[src/rtl/frame_burst_issuer.sv]
// Read-side burst scheduler: walks a frame as lines x (full bursts + optional tail),
// steering the companion address generator and issuing AR requests from its address.
module frame_burst_issuer #(
    parameter int ASIZE       = 29,
    parameter int LSIZE       = 8,
    parameter int BURST_LEN   = 256,
    parameter int ADDR_SETTLE = 3
) (
    input  logic             clock,
    input  logic             rst,
    input  logic             frame_start,
    input  logic [15:0]      line_bursts,
    input  logic [LSIZE:0]   tail_len,
    input  logic [15:0]      vactive,
    input  logic [ASIZE-1:0] addr_in,
    output logic             new_base,
    output logic             burst_done,
    output logic             tail_done,
    output logic             ar_valid,
    input  logic             ar_ready,
    output logic [ASIZE-1:0] ar_addr,
    output logic [LSIZE-1:0] ar_len,
    output logic             busy,
    output logic             frame_done
);

    typedef enum logic [2:0] {
        S_IDLE, S_BASE, S_SETTLE, S_REQ, S_STEP, S_LINE_END, S_DONE
    } state_t;

    localparam int SW = (ADDR_SETTLE > 1) ? $clog2(ADDR_SETTLE) : 1;
    localparam logic [SW-1:0]    SETTLE_LAST = SW'(ADDR_SETTLE - 1);
    localparam logic [LSIZE-1:0] FULL_LEN    = LSIZE'(BURST_LEN - 1);

    state_t          state;
    logic [SW-1:0]   settle_cnt;
    logic [15:0]     burst_cnt;
    logic [15:0]     line_cnt;
    logic [15:0]     lb_q;
    logic [LSIZE:0]  tl_q;
    logic [15:0]     va_q;
    logic            is_tail;

    // AR handshake: ar_valid rises with ar_addr/ar_len already registered, holds them
    // unchanged until a cycle with ar_valid && ar_ready, and is withdrawn only by reset.
    always_ff @(posedge clock) begin
        if (rst) begin
            state      <= S_IDLE;
            settle_cnt <= '0;
            burst_cnt  <= '0;
            line_cnt   <= '0;
            lb_q       <= '0;
            tl_q       <= '0;
            va_q       <= '0;
            is_tail    <= 1'b0;
            new_base   <= 1'b0;
            burst_done <= 1'b0;
            tail_done  <= 1'b0;
            ar_valid   <= 1'b0;
            ar_addr    <= '0;
            ar_len     <= '0;
            busy       <= 1'b0;
            frame_done <= 1'b0;
        end else begin
            new_base   <= 1'b0;
            burst_done <= 1'b0;
            tail_done  <= 1'b0;
            frame_done <= 1'b0;
            case (state)
                S_IDLE: begin
                    if (frame_start && vactive != 16'd0 &&
                        (line_bursts != 16'd0 || tail_len != '0)) begin
                        lb_q      <= line_bursts;
                        tl_q      <= tail_len;
                        va_q      <= vactive;
                        burst_cnt <= '0;
                        line_cnt  <= '0;
                        new_base  <= 1'b1;
                        busy      <= 1'b1;
                        state     <= S_BASE;
                    end
                end
                S_BASE: begin
                    settle_cnt <= '0;
                    state      <= S_SETTLE;
                end
                S_SETTLE: begin
                    // The generator output is only trusted after the full settle window.
                    if (settle_cnt == SETTLE_LAST) begin
                        if (burst_cnt < lb_q) begin
                            ar_valid <= 1'b1;
                            ar_addr  <= addr_in;
                            ar_len   <= FULL_LEN;
                            is_tail  <= 1'b0;
                            state    <= S_REQ;
                        end else if (tl_q != '0) begin
                            ar_valid <= 1'b1;
                            ar_addr  <= addr_in;
                            ar_len   <= LSIZE'(tl_q - 1'b1);
                            is_tail  <= 1'b1;
                            state    <= S_REQ;
                        end else begin
                            tail_done <= 1'b1;
                            state     <= S_LINE_END;
                        end
                    end else begin
                        settle_cnt <= settle_cnt + 1'b1;
                    end
                end
                S_REQ: begin
                    if (ar_ready) begin
                        ar_valid   <= 1'b0;
                        burst_done <= !is_tail;
                        state      <= S_STEP;
                    end
                end
                S_STEP: begin
                    if (is_tail) begin
                        tail_done <= 1'b1;
                        state     <= S_LINE_END;
                    end else begin
                        burst_cnt  <= burst_cnt + 16'd1;
                        settle_cnt <= '0;
                        state      <= S_SETTLE;
                    end
                end
                S_LINE_END: begin
                    burst_cnt <= '0;
                    line_cnt  <= line_cnt + 16'd1;
                    if (line_cnt + 16'd1 == va_q) begin
                        frame_done <= 1'b1;
                        busy       <= 1'b0;
                        state      <= S_DONE;
                    end else begin
                        settle_cnt <= '0;
                        state      <= S_SETTLE;
                    end
                end
                S_DONE: state <= S_IDLE;
                default: state <= S_IDLE;
            endcase
        end
    end

endmodule

[config.mk]
export PLATFORM = sky130hd
export DESIGN_NAME = frame_burst_issuer
export DESIGN_NICKNAME = d
export VERILOG_FILES = /design/src/rtl/frame_burst_issuer.sv
export SDC_FILE = /design/constraint.sdc
export NUM_CORES = 1
export LEC_CHECK = 0
export ABC_AREA = 1
export BUFFER_PORTS_ARGS = -buffer_cell sky130_fd_sc_hd__buf_2
export CORE_MARGIN = 1.5
export CORE_UTILIZATION = 50
export DETAILED_ROUTE_END_ITERATION = 12
export GPL_ROUTABILITY_DRIVEN = 0
export GPL_TIMING_DRIVEN = 0
export PLACE_DENSITY_LB_ADDON = 0.15
export REMOVE_ABC_BUFFERS = 1
export SKIP_CTS_REPAIR_TIMING = 1
export SYNTH_ARGS = -nofsm -noshare
export SYNTH_HDL_FRONTEND = slang
export SYNTH_SLANG_ARGS = --single-unit
[constraint.sdc]
create_clock -name clock -period 2.4 [get_ports clock]
set_clock_uncertainty 0.15 [all_clocks]
set_input_delay 0.12 -clock clock [delete_from_list [all_inputs] [get_ports clock]]
set_output_delay 0.12 -clock clock [all_outputs]
set_load 0.005 [all_outputs]
---- Word-level counts from Yosys, hierarchy flattened ----
Index checks and enable logic that the tools add are counted.
storage, ports and cells
  register bits ........................... 122
  bits in latches ......................... 0
  RAM bits ................................ 0
  bits in read-only memories .............. 0
  input bits .............................. 74
  output and inout port bits .............. 43
  logic and storage cells ................. 101
  memories ................................ 0
cells by class
  $add $sub $neg .......................... 4
  multiply operators ...................... 0
  div/mod/pow operators ................... 0
  magnitude comparators ................... 1
  equality and inequality tests ........... 15
  shift-type cells ........................ 0
  mux-type cells .......................... 36
  bitwise gates (word level) .............. 4
  reduce and logical (&&, ||, !) cells .... 25
operators by type and width
  cell                   number
  $mux 29                2
  $pmux 16 s3            1
  $add 16x1->16 const B  2
  $mux 16                2
  $pmux 16 s2            1
  $reduce_bool 16->1     2
  $mux 3                 7
  $pmux 3 s6             1
  $reduce_bool 9->1      2
  $eq 16x16->1           1
  $lt 16x16->1           1
  $mux 8                 2
  $ne 2x2->1 const B     7
  $mux 1                 13
  $reduce_and 3->1       4
  $pmux 2 s4             1
  $reduce_and 4->1       2
  $sub 8x1->8 const B    1
  $eq 3x2->1 const B     2
  $eq 3x3->1 const B     2
  $mux 2                 3
  $pmux 1 s2             3
  $reduce_bool 2->1      3
  $not 1->1              4
  13 further kinds       16

---- Depth between registers and ports, before layout ----
  word-level depth ........................ 5
  mapped depth ............................ 17
  mapped depth without buffers ............ 17

---- Least setup slack after synthesis ----
OpenSTA, ideal clock, no wires.
  path type ............................... register to register
  start point ............................. reg lb_q[5]
  end point ............................... reg ar_len[0]
  library setup time ...................... 0.116 ns
  data arrival time ....................... 1.773 ns
  required time ........................... 2.134 ns
  slack ................................... 0.361 ns
  stages on the path, launching flop included .. 16
  path buffers ............................ 1
  clock period less this slack ............ 2.039 ns
  path through ............................ dfxtp_1 > inv_1 > ha_1 > a21oi_1 > nor2_1 > a211oi_1 > nand2_1 > nand2_1 > nand2_2 > nand2_1 > nand3_2 > inv_2 > buf_4 > nand2_2 > nor2_1 > nor2_1
between the ends
  word-level cells in the longest chain between the ends .. 3
  elaborated cells between the ends (all ways) .. 4
  those cells by class .................... order compare (1); mux (1); reduce/logical (2)
ends and longest elaborated chain
  what                         line  source
  start: declaration           39    logic [15:0] lb_q;
  start signal: assignment     73    lb_q <= line_bursts;
  $lt 16x16->1 *               90    if (burst_cnt < lb_q) begin
  $reduce_bool 2->1 (no line)  -
  $reduce_and 3->1 (no line)   -
  end signal: assignment       99    ar_len <= LSIZE'(tl_q - 1'b1);
  end: declaration             22    output logic [LSIZE-1:0] ar_len,
Mark *: on every way between the ends. The rest lies on a longest branch, timed or not.
A chain may end at the register's enable or synchronous reset.

---- Worst setup path after layout ----
  start point ............................. reg lb_q[6]
  end point ............................... reg ar_addr[10]
between the ends
  word-level cells in the longest chain between the ends .. 3
  elaborated cells between the ends (all ways) .. 4
  those cells by class .................... order compare (1); mux (1); reduce/logical (2)
ends and longest elaborated chain
  what                         line  source
  $lt 16x16->1 *               90
  $reduce_bool 2->1 (no line)  -
  $reduce_and 3->1 (no line)   -
  end signal: assignment       92    ar_addr <= addr_in;
  end signal: assignment       98    ar_addr <= addr_in;
  end: declaration             21    output logic [ASIZE-1:0] ar_addr,
Marks and branches as above.

==> impl_metrics.ini <==
[drt]
wl_per_cell_um = 14.7
postRouteAntennaNets = 0
wl_um = 17900
viasPerCell = 5.32
drc = 0
first_iter_violations = 518
via_count = 6512
first_pass_iters = 6

[cells_and_area]
area_growth_pct = 36.8
final_cells = 1224
final_cell_mix = nand2_1, buf_2, dfxtp_1
n_antenna_cell = 0
layout.nets = 1158
layout-drive-gt1-share_pct = 20.1
final_common_cell = nand2_1

[synth]
synth-seq-area-share_pct = 39.7
yosysWarnings = 0
avgSynthCellArea_um2 = 7.00
synth_mux_area_share_pct = 0
syn-cell-area_um2 = 6150
synth_compound_area_share_pct = 14.2
synth_top_family_by_area = simple AND/OR/NAND/NOR gates
synth-seq-cells = 122
synth-simple-area-share_pct = 30.5
synthCells = 878
synth_fa_ha_area_share_pct = 3.87
synth_cell_types = 34
yosys.area_share.xor_xnor_pct = 3.07

[global_route]
grt_pass1_wl_um = 25200
grt_pass1_vias = 5498
antenna_found_initial = 0
grt_use_total_pct = 24.2
grt_max_degree = 97
grt_overflow = 0

[setup_path]
crit_path_end_kind = register
cp.arrival_ps = 2540
path_class = register to register
cp.required_ps = 2570
worstSetupStartpointType = register
worstPathMaxFanout = 12

[placement]
dp_hpwl_um = 10300
numPortBuffers = 116
dpl_worst_slack_ps = -1070
place_inst = 1105

[floorplan]
die_h_um = 114
die_w_um = 114
initial_core_util_pct = 51.2
ioPinCount = 117
fp-row-count = 40
dieArea_um2 = 13000
design.core.area_um2 = 12000

[clocking]
cts_buffers = 17
cts_buffer_depth = 2
clk_pin_slew_worst_paths_ps = 60
htree_levels = 4
cts-root-buf = clkbuf_16
cts_sinks = 122
worstSkewPairLatency_ps = 410
cts_tree = yes

[sta]
rsz0062_at_grt = yes
setup_viol = 0
post-route-min-period_ps = 2370
fmax_mhz = 422
relSlewSlack_pct = 39.7
drv_slew = 0
hold_viol_final = 0
tightest_slew_ps = 904
fin_crit_sh_pct = 98.8
setup_ws_ps = 28.9
timing.hold.ws_ps = 241

[outcome]
status = completed

[worst_hold_path]
hold_path_class = primary input to register

[pwr]
leakagePower_nw = 3.58
power_mw = 6.85
vdd_drop_max_uv = 717
powerDensity_nw_per_um2 = 814

[flow_run]
cap_violations = 0
==> critical path, cell delays in order (launching register included) <==
cell	delay, ps
dfxtp_1	310
inv_1	50
ha_1	270
nand2_1	110
nor2_1	60
a211oi_1	250
nand2_1	150
nand2_2	120
nand2_4	90
nand2_4	90
nand3_4	180
clkinv_8	130
buf_12	130
nand2_1	50
a21oi_1	120
==> metrics by stage <==
step           setup TNS (ps)  area, um2  util (%)
2_1_floorplan           -4490       5970         -
3_3_place_gp           -74330       6740      56.1
3_5_place_dp           -59860       6740      56.1
4_1_cts                -43190       7310      60.8
5_1_grt                 -2480       8410      70.1
6_report                    0       8410      70.1
==> Yosys cell counts <==
master / n / area share [%]
xor2_1: 17 / 2.4
nor3_2: 2 / 0.33
o21bai_2: 1 / 0.18
buf_4: 3 / 0.37
nor4_2: 1 / 0.20
nor2_2: 3 / 0.31
inv_2: 2 / 0.12
buf_6: 2 / 0.37
clkbuf_4: 1 / 0.12
a211oi_2: 1 / 0.20
buf_2: 9 / 0.73
nor2_1: 67 / 4.1
nand2_1: 192 / 12
xnor3_1: 1 / 0.37
nor3_1: 10 / 0.81
or2_1: 1 / 0.10
xnor2_1: 2 / 0.28
nor4_1: 7 / 0.71
a211oi_1: 2 / 0.24
nor2_4: 4 / 0.73
dfxtp_1: 122 / 40
nand2_2: 9 / 0.92
nand4_1: 25 / 2.5
o21ai_0: 51 / 4.2
clkbuf_1: 21 / 1.3
inv_1: 93 / 5.7
o21ai_1: 1 / 0.081
nor3b_1: 2 / 0.24
or2_2: 1 / 0.10
nand3_2: 2 / 0.33
o21a_1: 2 / 0.24
a21oi_1: 112 / 9.1
nand3_1: 90 / 7.3
ha_1: 19 / 3.9
==> final timing paths <==
path	slack, ps	start	endpoint	depth (start not counted)
max	30	lb_q[6]$_SDFFE_PP0P_	ar_addr[10]$_SDFFE_PP0P_	14
min	240	frame_start	tl_q[8]$_SDFFE_PP0P_	5
max reg2reg	30	lb_q[6]$_SDFFE_PP0P_	ar_addr[10]$_SDFFE_PP0P_	14
min reg2reg	300	lb_q[13]$_SDFFE_PP0P_	lb_q[13]$_SDFFE_PP0P_	2
==> where the power goes <==
part	switching (mW)	total (mW)	internal (mW)	leakage [nW]
clock	0.894	2.46	1.57	0.273
sequential	0.152	2.44	2.29	0.998
combinational	1.25	1.95	0.702	2.31
total	2.29	6.85	4.56	3.58
==> sequential cells by signal, indices dropped and copies added (netlist names), 2 cells and up <==
signal	count
state	3
va_q	16
ar_addr	29
line_cnt	16
lb_q	16
ar_len	8
burst_cnt	16
settle_cnt	2
tl_q	9
==> kinds of logic (layout without fill, tap and decap cells) <==
group	Yosys count	count (layout)
AOI/OAI and AO/OA	170	170
buffers and inverters	131	328
and+or+nand+nor	416	418
xor gates and xnor gates	20	20
DFF	122	122
adders and majority gates	19	19
==> layout make-up <==
| type | instances | area [um2] |
|---|---|---|
| clock buffer | 23 | 468 |
| clock inverter | 8 | 95.1 |
| fill | 980 | 3600 |
| inverter | 95 | 369 |
| multi-input combinational | 627 | 3370 |
| sequential | 122 | 2460 |
| tap | 147 | 184 |
| timing repair buffer | 200 | 1450 |
| timing repair inverter | 2 | 16.3 |
==> routing by layer <==
layer  global-route usage (%)  vias up  wire (um)
met5                        0        -          0
met4                     9.00        0        334
met3                     5.90       33        752
met2                     40.8      175       8930
met1                     30.1     3012       7920
li1                         -     3292          -
No activity file was read; power rests on OpenSTA's default activity.
